`src/rtl/muldiv_pkg.sv`:
```
// muldiv_pkg: shared types for the iterative multiply/divide unit.
//   op_e    - operation code, RV32M funct3 encoding
//   state_e - control FSM states
package muldiv_pkg;

  typedef enum logic [2:0] {
    OpMul    = 3'd0,
    OpMulh   = 3'd1,
    OpMulhsu = 3'd2,
    OpMulhu  = 3'd3,
    OpDiv    = 3'd4,
    OpDivu   = 3'd5,
    OpRem    = 3'd6,
    OpRemu   = 3'd7
  } op_e;

  typedef enum logic [1:0] {
    StIdle = 2'd0,
    StBusy = 2'd1,
    StDone = 2'd2
  } state_e;

endpackage

```
`src/rtl/muldiv_unit.sv`:
```
// muldiv_unit: iterative RV32M-style multiply/divide, one operand bit per cycle.
// Ports:
//   clk, rst          - clock, synchronous active-high reset
//   in_valid/in_ready - request handshake (ready only when idle)
//   op, a, b          - funct3 operation, rs1 and rs2 operands
//   out_valid/out_ready - result handshake
//   out, zero         - result and result-is-zero flag (qualified by out_valid)
module muldiv_unit
  import muldiv_pkg::*;
#(
  parameter int unsigned XLEN = 32
) (
  input  logic            clk,
  input  logic            rst,
  input  logic            in_valid,
  output logic            in_ready,
  input  logic [2:0]      op,
  input  logic [XLEN-1:0] a,
  input  logic [XLEN-1:0] b,
  output logic            out_valid,
  input  logic            out_ready,
  output logic [XLEN-1:0] out,
  output logic            zero
);

  localparam int unsigned CntW  = $clog2(XLEN) + 1;
  localparam int unsigned ProdW = 2 * XLEN;
  localparam logic [XLEN-1:0] MinNeg = {1'b1, {(XLEN - 1){1'b0}}};

  state_e           state_q;
  op_e              op_q;
  logic [ProdW-1:0] acc_q;   // multiply: {hi, lo} product; divide: {remainder, quotient}
  logic [XLEN-1:0]  opd_q;   // multiplicand or divisor magnitude
  logic [CntW-1:0]  cnt_q;
  logic             neg_q;   // product / quotient sign
  logic             neg_r;   // remainder sign (dividend sign)
  logic [XLEN-1:0]  res_q;

  // Acceptance-time decode
  op_e             op_in;
  logic            a_sgn, b_sgn, neg_a, neg_b, div_zero, ovf;
  logic [XLEN-1:0] mag_a, mag_b, special_res;

  assign op_in = op_e'(op);

  always_comb begin
    a_sgn    = op_in inside {OpMulh, OpMulhsu, OpDiv, OpRem};
    b_sgn    = op_in inside {OpMulh, OpDiv, OpRem};
    neg_a    = a_sgn & a[XLEN-1];
    neg_b    = b_sgn & b[XLEN-1];
    mag_a    = neg_a ? -a : a;
    mag_b    = neg_b ? -b : b;
    div_zero = op[2] && (b == '0);
    ovf      = (op_in == OpDiv || op_in == OpRem) && (a == MinNeg) && (b == '1);
    // op[1] separates REM/REMU from DIV/DIVU
    if (div_zero) special_res = op[1] ? a : '1;
    else          special_res = op[1] ? '0 : a;
  end

  // One iteration step, shared accumulator for both algorithms
  logic [XLEN:0]    mul_sum, div_part, div_trial;
  logic             div_ge;
  logic [ProdW-1:0] acc_nx, prod_fix;
  logic [XLEN-1:0]  quo_fix, rem_fix, final_res;

  always_comb begin
    mul_sum   = {1'b0, acc_q[ProdW-1:XLEN]} + (acc_q[0] ? {1'b0, opd_q} : '0);
    div_part  = {acc_q[ProdW-1:XLEN], acc_q[XLEN-1]};
    div_trial = div_part - {1'b0, opd_q};
    div_ge    = div_part >= {1'b0, opd_q};
    if (op_q[2]) begin
      // Restoring division: partial remainder always fits in XLEN bits
      acc_nx = {(div_ge ? div_trial[XLEN-1:0] : div_part[XLEN-1:0]),
                acc_q[XLEN-2:0], div_ge};
    end else begin
      acc_nx = {mul_sum, acc_q[XLEN-1:1]};
    end
    prod_fix = neg_q ? -acc_nx : acc_nx;
    quo_fix  = neg_q ? -acc_nx[XLEN-1:0] : acc_nx[XLEN-1:0];
    rem_fix  = neg_r ? -acc_nx[ProdW-1:XLEN] : acc_nx[ProdW-1:XLEN];
    unique case (op_q)
      OpMul:                     final_res = prod_fix[XLEN-1:0];
      OpMulh, OpMulhsu, OpMulhu: final_res = prod_fix[ProdW-1:XLEN];
      OpDiv, OpDivu:             final_res = quo_fix;
      default:                   final_res = rem_fix;
    endcase
  end

  always_ff @(posedge clk) begin
    if (rst) begin
      state_q <= StIdle;
      op_q    <= OpMul;
      acc_q   <= '0;
      opd_q   <= '0;
      cnt_q   <= '0;
      neg_q   <= 1'b0;
      neg_r   <= 1'b0;
      res_q   <= '0;
    end else begin
      unique case (state_q)
        StIdle: begin
          if (in_valid) begin
            op_q  <= op_in;
            neg_q <= neg_a ^ neg_b;
            neg_r <= neg_a;
            if (div_zero || ovf) begin
              res_q   <= special_res;
              state_q <= StDone;
            end else begin
              acc_q   <= op[2] ? {{XLEN{1'b0}}, mag_a} : {{XLEN{1'b0}}, mag_b};
              opd_q   <= op[2] ? mag_b : mag_a;
              cnt_q   <= CntW'(XLEN);
              state_q <= StBusy;
            end
          end
        end
        StBusy: begin
          acc_q <= acc_nx;
          cnt_q <= cnt_q - 1'b1;
          // Sign correction folds into the last iteration
          if (cnt_q == CntW'(1)) begin
            res_q   <= final_res;
            state_q <= StDone;
          end
        end
        StDone: begin
          if (out_ready) state_q <= StIdle;
        end
        default: state_q <= StIdle;
      endcase
    end
  end

  assign in_ready  = (state_q == StIdle);
  assign out_valid = (state_q == StDone);
  assign out       = res_q;
  assign zero      = out_valid && (res_q == '0);

endmodule

```
`config.mk`:
```
export PLATFORM = sky130hd
export DESIGN_NAME = muldiv_unit
export DESIGN_NICKNAME = d
export VERILOG_FILES = /design/src/rtl/muldiv_pkg.sv /design/src/rtl/muldiv_unit.sv
export SDC_FILE = /design/constraint.sdc
export NUM_CORES = 1
export LEC_CHECK = 0
export ABC_AREA = 0
export CORE_UTILIZATION = 40
export CTS_BUF_LIST = sky130_fd_sc_hd__clkbuf_8
export DETAILED_ROUTE_END_ITERATION = 7
export PLACE_DENSITY_LB_ADDON = 0.05
export SLEW_MARGIN = 10
export SYNTH_ARGS = -nofsm -noshare
export SYNTH_HDL_FRONTEND = slang
export SYNTH_SLANG_ARGS = --single-unit
```
`constraint.sdc`:
```
create_clock -name clk -period 7.2 [get_ports clk]
set_input_delay 1.8 -clock clk [delete_from_list [all_inputs] [get_ports clk]]
set_output_delay 1.8 -clock clk [all_outputs]
set_load 0.1 [all_outputs]
```
==> results_dict.tcl <==
set metrics [dict create \
    drv_cap 0 \
    met3WireLength_um 4950 \
    cts_tree "done" \
    path_class "reg -> reg" \
    critPathTopFamily "compound AO/OA/AOI/OAI gates" \
    worst_slew_pin_slew_ns 1.10 \
    core_um2 40900 \
    grt_pass1_wl_um 112000 \
    peakVddDrop_mv 0.121 \
    synthMostInstantiatedCell "nor2_1" \
    hold_buffers 0 \
    netlist_instances 2390 \
    dieArea_um2 42500 \
    hpwl_um 59400 \
    ys_types 102 \
    grt_max_degree 106 \
    vias 18900 \
    syn_area_per_cell_um2 6.97 \
    rows 74 \
    drv_slew 0 \
    clock_latency_ns 0.51 \
    cp_cell_sequence "inv_1 -> ha_1 -> a21oi_1 -> o21ai_1 -> a221oi_2 -> a211oi_2 -> buf_4 -> o21ai_1 -> a21boi_0 -> ha_1 -> o2111ai_1 -> o21bai_1 -> nor2_1 -> nand3_1 -> buf_4 -> nor2_1 -> nand4_1 -> a311o_1 -> a21boi_0 -> o21ai_0" \
    cp.arrival_ns 6.27 \
    avgRoutedWirePerCell_um 25.6 \
    rsz0062_at_grt "false" \
    cts-htree-levels 4 \
    yosysWarnings 0 \
    wl_met1_um 31700 \
    drc 0 \
    slowest_stage "a21boi_0" \
    status "finished, final reports clean" \
    gp_congestion 1.01 \
    tns_ns 0 \
    cp.required_ns 7.57 \
    fin_crit_ns 5.90 \
    postCtsSetupRepairBufs 0 \
    synth-edff-count 0 \
    drive_above_1_share 0.0674 \
    ys.flop_type "dfxtp_1" \
    area_growth_pct 10.8 \
    initial_utilization 0.407 \
    route.met2.wl_um 35100 \
    hold_viol 0 \
    synth-seq-area-share 0.169 \
    fin_worst_hold_slack_ns 0.469 \
    drt_wl_total_um 75200 \
    place.port_buffers 105 \
    cts.sinks 141 \
    setup_viol_count_final 0 \
    netlist_top_cells_count "nor2_1 (326), nand2_1 (219), a21oi_1 (193)" \
    dr.pass1.iters 5 \
    final.fill_count 4333 \
    antenna_found_initial 3 \
    pwr_density_cell_nw_per_um2 210 \
    ios 106 \
    grt.total_usage 0.353 \
    path_buf_inv 3 \
    die_h_um 206 \
    synth_async_sr_flop_share 0 \
    synth_nets 2534 \
    yosysTopAreaCell "dfxtp_1" \
    grt-ovfl-total 0 \
    cts_buffer_depth 2 \
    timing.slew.headroom 0.269 \
    cts-resized-gates 0 \
    synth_top_cell_area_share 0.169 \
    design.final.nets 2535 \
    ant_nets 0 \
    fmax_ghz 0.169 \
    die_w_um 206 \
    synth_seq_cells 141 \
    worst_setup_hold_path_clk_slew_ns 0.09 \
    synth_area_um2 16700 \
    grt_pass1_vias 17400 \
    hp-class "reg -> reg" \
    end_kind "register" \
    startpoint_type "register" \
    drt_iter0_drc 1965 \
    max_stage_delay_ns 0.50 \
    cts_root_buffer "clkbuf_8" \
    cts_made_buffers 17 \
    skew_ns 0.0181 \
    viasPerCell 6.42 \
    leakage_nw 6.76 \
    crit_path_max_fanout 9 \
    timing.final.crit_share 0.820 \
    synth_area_leaders "dfxtp_1 (17%), nor2_1 (7.3%), a21oi_1 (5.8%)" \
    antennaDiodeCount 0 \
    top_layer_used "met5" \
]
[cell usage in the layout (no fill, tap or decap), types with 47 or more instances in the layout]
master / instances
a211oi_1: 54
mux2i_1: 49
buf_4: 47
clkdlybuf4s50_1: 103
dfxtp_1: 140
nor3_1: 79
inv_1: 66
nand2_1: 219
a21oi_1: 193
ha_1: 71
o21ai_0: 160
xor2_1: 77
nor2_1: 323
xnor2_1: 87
[logic make-up (layout without fill, tap and decap cells)]
logic type	count (synthesis)	after routing	share of synthesized area
simple gates	911	911	0.262
compound gates	778	778	0.315
buf+inv	234	248	0.0570
xor+xnor	164	164	0.0862
flops	141	141	0.169
fa+ha+maj	95	95	0.0689
mux	67	67	0.0416
[worst register-to-register path: cells and delay by family, from the launching register on]
kind / cells / cell delay (ns)
simple gates: 4 / 0.88
buf+inv: 3 / 0.67
compound gates: 11 / 3.23
flops: 1 / 0.32
fa+ha+maj: 2 / 0.68
[routing by layer]
| metal | GRT usage | vias to the layer above |
|---|---|---|
| li1 | - | 8835 |
| met1 | 0.448 | 9101 |
| met2 | 0.586 | 765 |
| met3 | 0.0520 | 146 |
| met4 | 0.162 | 6 |
| met5 | 0 | - |
[worst paths after layout]
kind                                   to       from  cells past startpoint  slack, ns
worst max-delay path              out[16]  opd_q[12]                     20       1.30
worst min register to register  opd_q[27]  opd_q[27]                      2       0.47
worst max register to register    out[16]  opd_q[12]                     20       1.30
worst min-delay path            opd_q[27]  opd_q[27]                      2       0.47
[flip-flops by register name, summed over array words and instances (netlist names)]
register and flops:
cnt_q 6, out 32, op_q 3, acc_q 64, state_q 2, neg_r 1, neg_q 1, opd_q 32
[where the power goes]
part	leakage, nW	switching (mW)	internal, mW
Combinational	5.41	1.49	0.677
Clock	0.206	0.384	0.348
Sequential	1.15	0.104	0.860
Total	6.76	1.98	1.89
[metrics by stage]
step	utilization	cells	setup slack [ns]	area, um^2	power, mW
6_report	0.451	2936	1.30	18500	3.87
5_1_grt	0.451	2936	0.973	18500	4.05
4_1_cts	0.451	2936	1.43	18500	3.83
2_1_floorplan	-	2390	1.26	16700	2.38
3_5_place_dp	0.441	2904	1.04	18000	3.10
3_3_place_gp	0.441	2904	1.10	18000	3.09
[cell type report]
type | instances | area, um^2 | area share
inverter | 65 | 244 | 0.0132
sequential | 141 | 2830 | 0.153
tap | 532 | 666 | 0.0361
multi-input combinational | 2015 | 12900 | 0.700
timing repair buffer | 151 | 1390 | 0.0753
clock inverter | 15 | 184 | 0.00997
clock buffer | 17 | 234 | 0.0127
(Power assumes the default switching activity.)
